<file path="config.mk">
export PLATFORM = sky130hd
export DESIGN_NAME = rt_datapath_seq
export DESIGN_NICKNAME = d
export VERILOG_FILES = /design/src/rtl/rt_datapath_seq.sv
export SDC_FILE = /design/constraint.sdc
export NUM_CORES = 2
export LEC_CHECK = 0
export BUFFER_PORTS_ARGS = -buffer_cell sky130_fd_sc_hd__buf_4
export CAP_MARGIN = 5
export CORE_MARGIN = 10
export CORE_UTILIZATION = 45
export CTS_CLUSTER_DIAMETER = 40
export CTS_CLUSTER_SIZE = 28
export DETAILED_ROUTE_END_ITERATION = 10
export PLACE_DENSITY = 0.59
export SYNTH_ARGS = -nofsm -noshare
export SYNTH_HDL_FRONTEND = slang
export SYNTH_SLANG_ARGS = --single-unit
</file>
<file path="constraint.sdc">
create_clock -name clock -period 19.7 [get_ports clock]
set_input_delay 0.985 -clock clock [delete_from_list [all_inputs] [get_ports clock]]
set_output_delay 0.985 -clock clock [all_outputs]
set_load 0.01 [all_outputs]
</file>
<file path="src/rtl/rt_datapath_seq.sv">
// Self-sequencing single-bus datapath: register file, PC/IR, HI/LO, ALU and I/O ports,
// driven by an internal T-step controller over a ready/ack memory handshake.
module rt_datapath_seq #(
    parameter int DATA_W   = 32,
    parameter int NUM_REGS = 16,
    parameter int ADDR_W   = 9,
    parameter int RESET_PC = 0
) (
    input  logic              clock,
    input  logic              clear,
    input  logic              start,
    output logic [ADDR_W-1:0] mem_addr,
    output logic [DATA_W-1:0] mem_wdata,
    input  logic [DATA_W-1:0] mem_rdata,
    output logic              mem_read,
    output logic              mem_write,
    input  logic              mem_ack,
    input  logic [DATA_W-1:0] in_port,
    output logic [DATA_W-1:0] out_port,
    output logic              busy,
    output logic              halted,
    output logic              err,
    input  logic [3:0]        dbg_sel,
    output logic [DATA_W-1:0] dbg_data
);
    localparam int                RIDX_W    = (NUM_REGS > 1) ? $clog2(NUM_REGS) : 1;
    localparam logic [ADDR_W-1:0] PC_INIT   = ADDR_W'(RESET_PC);
    localparam logic [DATA_W-1:0] SHIFT_LIM = DATA_W'(DATA_W);

    localparam logic [4:0] OP_LD   = 5'd0,  OP_LDI  = 5'd1,  OP_ST   = 5'd2,  OP_ADD  = 5'd3;
    localparam logic [4:0] OP_SUB  = 5'd4,  OP_AND  = 5'd5,  OP_OR   = 5'd6,  OP_SHR  = 5'd7;
    localparam logic [4:0] OP_SHL  = 5'd8,  OP_ADDI = 5'd9,  OP_ANDI = 5'd10, OP_MUL  = 5'd11;
    localparam logic [4:0] OP_IN   = 5'd12, OP_OUT  = 5'd13, OP_MFHI = 5'd14, OP_MFLO = 5'd15;
    localparam logic [4:0] OP_NOP  = 5'd16, OP_HALT = 5'd17;

    typedef enum logic [2:0] {
        S_IDLE, S_FETCH, S_DECODE, S_EXEC, S_MEM, S_WB, S_HALT
    } state_t;

    state_t              r_state;
    state_t              w_next;
    logic [DATA_W-1:0]   r_regs [NUM_REGS];
    logic [ADDR_W-1:0]   r_pc;
    logic [31:0]         r_ir;
    logic [DATA_W-1:0]   r_hi;
    logic [DATA_W-1:0]   r_lo;
    logic [DATA_W-1:0]   r_y;
    logic [DATA_W-1:0]   r_z;
    logic [DATA_W-1:0]   r_out;
    logic                r_err;

    logic [4:0]          w_op;
    logic [3:0]          w_ra;
    logic [3:0]          w_rb;
    logic [3:0]          w_rc;
    logic [DATA_W-1:0]   w_imm;
    logic [DATA_W-1:0]   w_ra_val;
    logic [DATA_W-1:0]   w_rb_val;
    logic [DATA_W-1:0]   w_rc_val;
    logic [DATA_W-1:0]   w_b_val;
    logic                w_use_imm;
    logic                w_base;
    logic [DATA_W-1:0]   w_alu;
    logic [2*DATA_W-1:0] w_ye;
    logic [2*DATA_W-1:0] w_ze;
    logic [2*DATA_W-1:0] w_prod;

    function automatic logic reg_ok(input logic [3:0] idx);
        return int'(idx) < NUM_REGS;
    endfunction

    assign w_op  = r_ir[31:27];
    assign w_ra  = r_ir[26:23];
    assign w_rb  = r_ir[22:19];
    assign w_rc  = r_ir[18:15];
    assign w_imm = {{(DATA_W-19){r_ir[18]}}, r_ir[18:0]};

    assign w_ra_val = reg_ok(w_ra)    ? r_regs[w_ra[RIDX_W-1:0]]    : '0;
    assign w_rb_val = reg_ok(w_rb)    ? r_regs[w_rb[RIDX_W-1:0]]    : '0;
    assign w_rc_val = reg_ok(w_rc)    ? r_regs[w_rc[RIDX_W-1:0]]    : '0;
    assign dbg_data = reg_ok(dbg_sel) ? r_regs[dbg_sel[RIDX_W-1:0]] : '0;

    // Base-address operand: Rb index 0 reads as zero for ld/ldi/st only.
    assign w_base    = (w_op == OP_LD) || (w_op == OP_LDI) || (w_op == OP_ST);
    assign w_use_imm = w_base || (w_op == OP_ADDI) || (w_op == OP_ANDI);
    assign w_b_val   = (w_base && (w_rb == 4'd0)) ? '0 : w_rb_val;

    assign w_ye   = {{DATA_W{r_y[DATA_W-1]}}, r_y};
    assign w_ze   = {{DATA_W{r_z[DATA_W-1]}}, r_z};
    assign w_prod = w_ye * w_ze;

    always_comb begin
        w_alu = '0;
        case (w_op)
            OP_LD, OP_LDI, OP_ST, OP_ADD, OP_ADDI: w_alu = r_y + r_z;
            OP_SUB:          w_alu = r_y - r_z;
            OP_AND, OP_ANDI: w_alu = r_y & r_z;
            OP_OR:           w_alu = r_y | r_z;
            OP_SHR:          w_alu = (r_z >= SHIFT_LIM) ? '0 : (r_y >> r_z);
            OP_SHL:          w_alu = (r_z >= SHIFT_LIM) ? '0 : (r_y << r_z);
            OP_IN:           w_alu = in_port;
            OP_MFHI:         w_alu = r_hi;
            OP_MFLO:         w_alu = r_lo;
            default:         w_alu = '0;
        endcase
    end

    always_ff @(posedge clock) begin
        if (clear) r_state <= S_IDLE;
        else       r_state <= w_next;
    end

    always_comb begin
        w_next    = r_state;
        mem_read  = 1'b0;
        mem_write = 1'b0;
        mem_addr  = r_pc;
        mem_wdata = '0;
        case (r_state)
            S_IDLE:   if (start) w_next = S_FETCH;
            S_HALT:   if (start) w_next = S_FETCH;
            S_FETCH: begin
                mem_read = 1'b1;
                if (mem_ack) w_next = S_DECODE;
            end
            S_DECODE: w_next = S_EXEC;
            S_EXEC: begin
                case (w_op)
                    OP_LD, OP_ST:                     w_next = S_MEM;
                    OP_MUL, OP_OUT, OP_NOP:           w_next = S_FETCH;
                    OP_LDI, OP_ADD, OP_SUB, OP_AND, OP_OR, OP_SHR, OP_SHL,
                    OP_ADDI, OP_ANDI, OP_IN, OP_MFHI, OP_MFLO: w_next = S_WB;
                    default:                          w_next = S_HALT;
                endcase
            end
            S_MEM: begin
                mem_addr = r_z[ADDR_W-1:0];
                if (w_op == OP_ST) begin
                    mem_write = 1'b1;
                    mem_wdata = w_ra_val;
                    if (mem_ack) w_next = S_FETCH;
                end else begin
                    mem_read = 1'b1;
                    if (mem_ack) w_next = S_WB;
                end
            end
            S_WB:     w_next = S_FETCH;
            default:  w_next = S_IDLE;
        endcase
    end

    always_ff @(posedge clock) begin
        if (clear) begin
            r_pc  <= PC_INIT;
            r_ir  <= '0;
            r_hi  <= '0;
            r_lo  <= '0;
            r_out <= '0;
            r_err <= 1'b0;
            for (int i = 0; i < NUM_REGS; i++) r_regs[i] <= '0;
        end else begin
            case (r_state)
                S_HALT: if (start) r_err <= 1'b0;
                S_FETCH: begin
                    if (mem_ack) begin
                        r_ir <= mem_rdata[31:0];
                        r_pc <= r_pc + ADDR_W'(1);
                    end
                end
                S_EXEC: begin
                    if (w_op == OP_MUL) {r_hi, r_lo} <= w_prod;
                    if (w_op == OP_OUT) r_out <= w_ra_val;
                    if (w_op > OP_HALT) r_err <= 1'b1;
                end
                S_WB: if (reg_ok(w_ra)) r_regs[w_ra[RIDX_W-1:0]] <= r_z;
                default: ;
            endcase
        end
    end

    // Operand/result latches carry no reset; they are only consumed via sequenced states.
    always_ff @(posedge clock) begin
        case (r_state)
            S_DECODE: begin
                r_y <= w_b_val;
                r_z <= w_use_imm ? w_imm : w_rc_val;
            end
            S_EXEC:   r_z <= w_alu;
            S_MEM:    if (mem_ack && (w_op == OP_LD)) r_z <= mem_rdata;
            default:  ;
        endcase
    end

    assign out_port = r_out;
    assign err      = r_err;
    assign halted   = (r_state == S_HALT);
    assign busy     = (r_state != S_IDLE) && (r_state != S_HALT);

endmodule

</file>
==> summary.txt <==
Critical path
  • Crit path launch: r_z[8]
  • Critical Path RT: 20420 ps
  • Max FO, Critical Path: 36
  • Slowest stage delay, CP: 770 ps
  • Buf/Inv on CP: 5
  • CP top delay family: adder cells
  • Worst Setup End Kind: flop
  • Reg-to-reg startpoint: r_z[8]
  • CP Launch Type: flop
  • Worst path most repeated cell: fa_1
  • Crit path DAT: 10070 ps
  • CP Class: reg2reg
  • CP max stage cell: edfxtp_1

Global route
  • Grt ovf: 0
  • Initial antenna violation count: 31
  • Vias in the first global route: 67710
  • All-Layer GR Usage: 0.3045
  • First-pass GRT wire length: 468.8 mm
  • Largest net degree at the start of global routing: 117

Synth
  • Post-synthesis net count: 9319
  • Synthesized cell area: 85710 um^2
  • EDFF count, synth: 576
  • Ys flop type: edfxtp_1
  • Post-Synth XOR/XNOR Area: 0.01277
  • Post-Synthesis Cells: 7945
  • Area share of fa/ha/maj cells after synthesis: 0.2849
  • Proportion of synthesized area in mux cells: 0.1793
  • Syn_area_per_cell: 10.79 um^2
  • Simple-gate share of the synthesized area: 0.1488
  • Compound-Gate Fraction of Synth Area: 0.06281
  • Flops & latches, synth: 728
  • Netlist cell types: 88
  • Leading area contributor after synthesis: fa_1
  • Top cells by area, synth: fa_1 (25%), edfxtp_1 (20%), mux4_2 (17%)
  • Yosys warnings: 0
  • Post-synth top area share: 0.2529
  • Largest family of logic cells by synthesized area: adder cells
  • Asr flop ratio synth: 0
  • Seq/Total Area, Yosys: 0.2373

Layout
  • Final instance area: 94280 um^2
  • FILL cells: 17024
  • Final net count: 9113
  • Area Overhead vs Synth: 9.995%
  • Share of layout cells above drive strength 1: 0.1724

Die
  • Placement Rows: 160
  • Die Y-Extent: 456.4 um
  • Die width: 456.4 um
  • Core area: 189800 um^2
  • Initial core utilization: 0.4516
  • Die area: 208300 um^2
  • Ports: 182

Clocking
  • Clock buffer depth: 3
  • Root buf cell: clkbuf_16
  • CTS tree: done
  • Clock sinks: 728
  • Cts hold-fix bufs: 0
  • Clk slew on worst S/H paths: 50 ps
  • Cts repair resizes: 0
  • H-tree depth: 4
  • Worst skew pair latency: 840 ps
  • Num CTS Buffers: 148
  • Postcts setup bufs: 0

Run
  • Max cap viols: 0

Drt
  • Post-DR wirelength/cell: 30.71 um
  • DR vias: 65593
  • Vias per cell: 6.316
  • Violation count after the first detailed-route iteration: 7870
  • Routed WL: 318.9 mm
  • Initial DRT Pass Iterations: 8
  • Antenna Nets Post-Route: 0
  • Drt drc: 0

STA
  • Setup_tns: 0 ps
  • Clock skew: 89.02 ps
  • Final setup fails: 0
  • Fmax: 0.1069 GHz
  • Worst-Margin Slew: 1335 ps
  • Period utilization: 0.4747
  • Post-layout min period: 9351 ps
  • Max Slew Vio Count: 0
  • Final Hold Vio Count: 0
  • Worst slew margin: 0.1017
  • RSZ-0062 raised after global routing: false

Placement
  • Port bufs: 181
  • Dpl hpwl: 214.6 mm
  • Routability cong.: 0.9590
  • DP Area: 89140 um^2

Worst hold path
  • Min-delay worst type: in2reg
  • Hold wc startpoint: mem_rdata[22]

Run status
  • Outcome: finished, final reports clean
## registers in the layout, indices dropped and copies added (netlist names), named ones only
name	count
r_lo	32
r_pc	9
r_ir	32
r_state	3
r_regs	512
r_z	32
r_hi	32
out_port	32
err	1
r_y	32
## metal layers
layer  up-vias  GRT usage  wire length (um)
met5         -          0                84
met4        12     0.1874             23490
met3      1008    0.07143             34440
met2      4187     0.4702            144000
met1     33798     0.3882            116900
li1      26588          -                 -
## path summary, 6_finish.rpt
path / end / slack (ps) / depth (start not counted)
setup reg to reg: r_hi[19] / 10350 / 25
hold reg to reg: out_port[2] / 450 / 2
hold / removal: r_ir[22] / 450 / 3
setup / recovery: r_hi[19] / 10350 / 25
## logic make-up (layout without fill, tap and decap cells)
kind of cell | Yosys count | after routing
DFF | 728 | 728
adders and majority gates | 1302 | 1302
buffers and inverters | 1683 | 1602
and+or+nand+nor | 2518 | 2518
AOI/OAI and AO/OA | 859 | 859
muxes | 730 | 730
other | 0 | 10
xor gates and xnor gates | 125 | 125
## stage by stage
stage / util / worst slack (ps) / instances / hold WS (ps)
floorplan: - / 11300 / 7945 / 425.5
global placement: 0.4697 / 10550 / 10100 / 441.3
detailed placement: 0.4697 / 10510 / 10100 / 446.4
CTS: 0.4967 / 10520 / 10375 / 386.5
global route: 0.4967 / 9970 / 10377 / 448.8
finish: 0.4968 / 10350 / 10385 / 445.8
## tightest hold or removal path, cell delays in order
cell,delay (ps)
buf_4,140
nand2_1,60
a21oi_1,50
## synth_stat cells (15+ instances only)
cell	number
a211oi_1	36
a21o_1	38
a21oi_1	296
a221oi_1	24
a22oi_1	42
a31oi_1	19
and2_1	868
and3_1	47
buf_1	100
buf_2	16
clkbuf_1	570
dfxtp_1	152
edfxtp_1	576
fa_1	1083
ha_1	219
inv_1	990
mux2_2	23
mux2i_1	65
mux4_2	642
nand2_1	899
nand2b_1	45
nand3_1	44
nand4_1	31
nor2_1	250
nor2b_1	47
nor3_1	163
nor4_1	43
o211ai_1	43
o21a_1	15
o21ai_0	183
o21bai_1	22
o22ai_1	16
o31ai_1	16
or3_1	20
xnor2_1	78
xor2_1	47
## layout make-up
class | instances | area, um^2 | area share
diodes | 10 | 25.02 | 0.0002654
clock buffers | 168 | 3913 | 0.04150
clock inverters | 107 | 1204 | 0.01277
inverters | 994 | 3731 | 0.03957
multi-input cells | 5534 | 59370 | 0.6297
flip-flops and latches | 728 | 20370 | 0.2161
well taps | 2511 | 3142 | 0.03332
repair buffers | 333 | 2522 | 0.02675
## cell usage in the layout, fill, tap and decap left out, drive strengths merged, types with 21 or more instances in the layout
master | synthesis | layout
a211oi | 37 | 37
nand2b | 46 | 46
dfxtp | 152 | 152
a21o | 38 | 38
and2 | 868 | 868
a221oi | 25 | 25
nand3 | 44 | 44
nand4 | 31 | 31
fa | 1083 | 1083
nor2 | 251 | 251
and3 | 47 | 47
ha | 219 | 219
clkinv | 3 | 58
o21bai | 22 | 22
o21ai | 191 | 191
edfxtp | 576 | 576
inv | 991 | 1020
o211ai | 43 | 43
mux4 | 642 | 642
xor2 | 47 | 47
nor3 | 164 | 164
nor2b | 47 | 47
buf | 119 | 332
mux2i | 65 | 65
nand2 | 899 | 899
or3 | 21 | 21
xnor2 | 78 | 78
a21oi | 296 | 296
nor4 | 46 | 46
a22oi | 42 | 42
clkbuf | 570 | 169
mux2 | 23 | 23
Power is not shown: default switching activity piles up to over one toggle a cycle in this logic, so the estimate is an artifact.
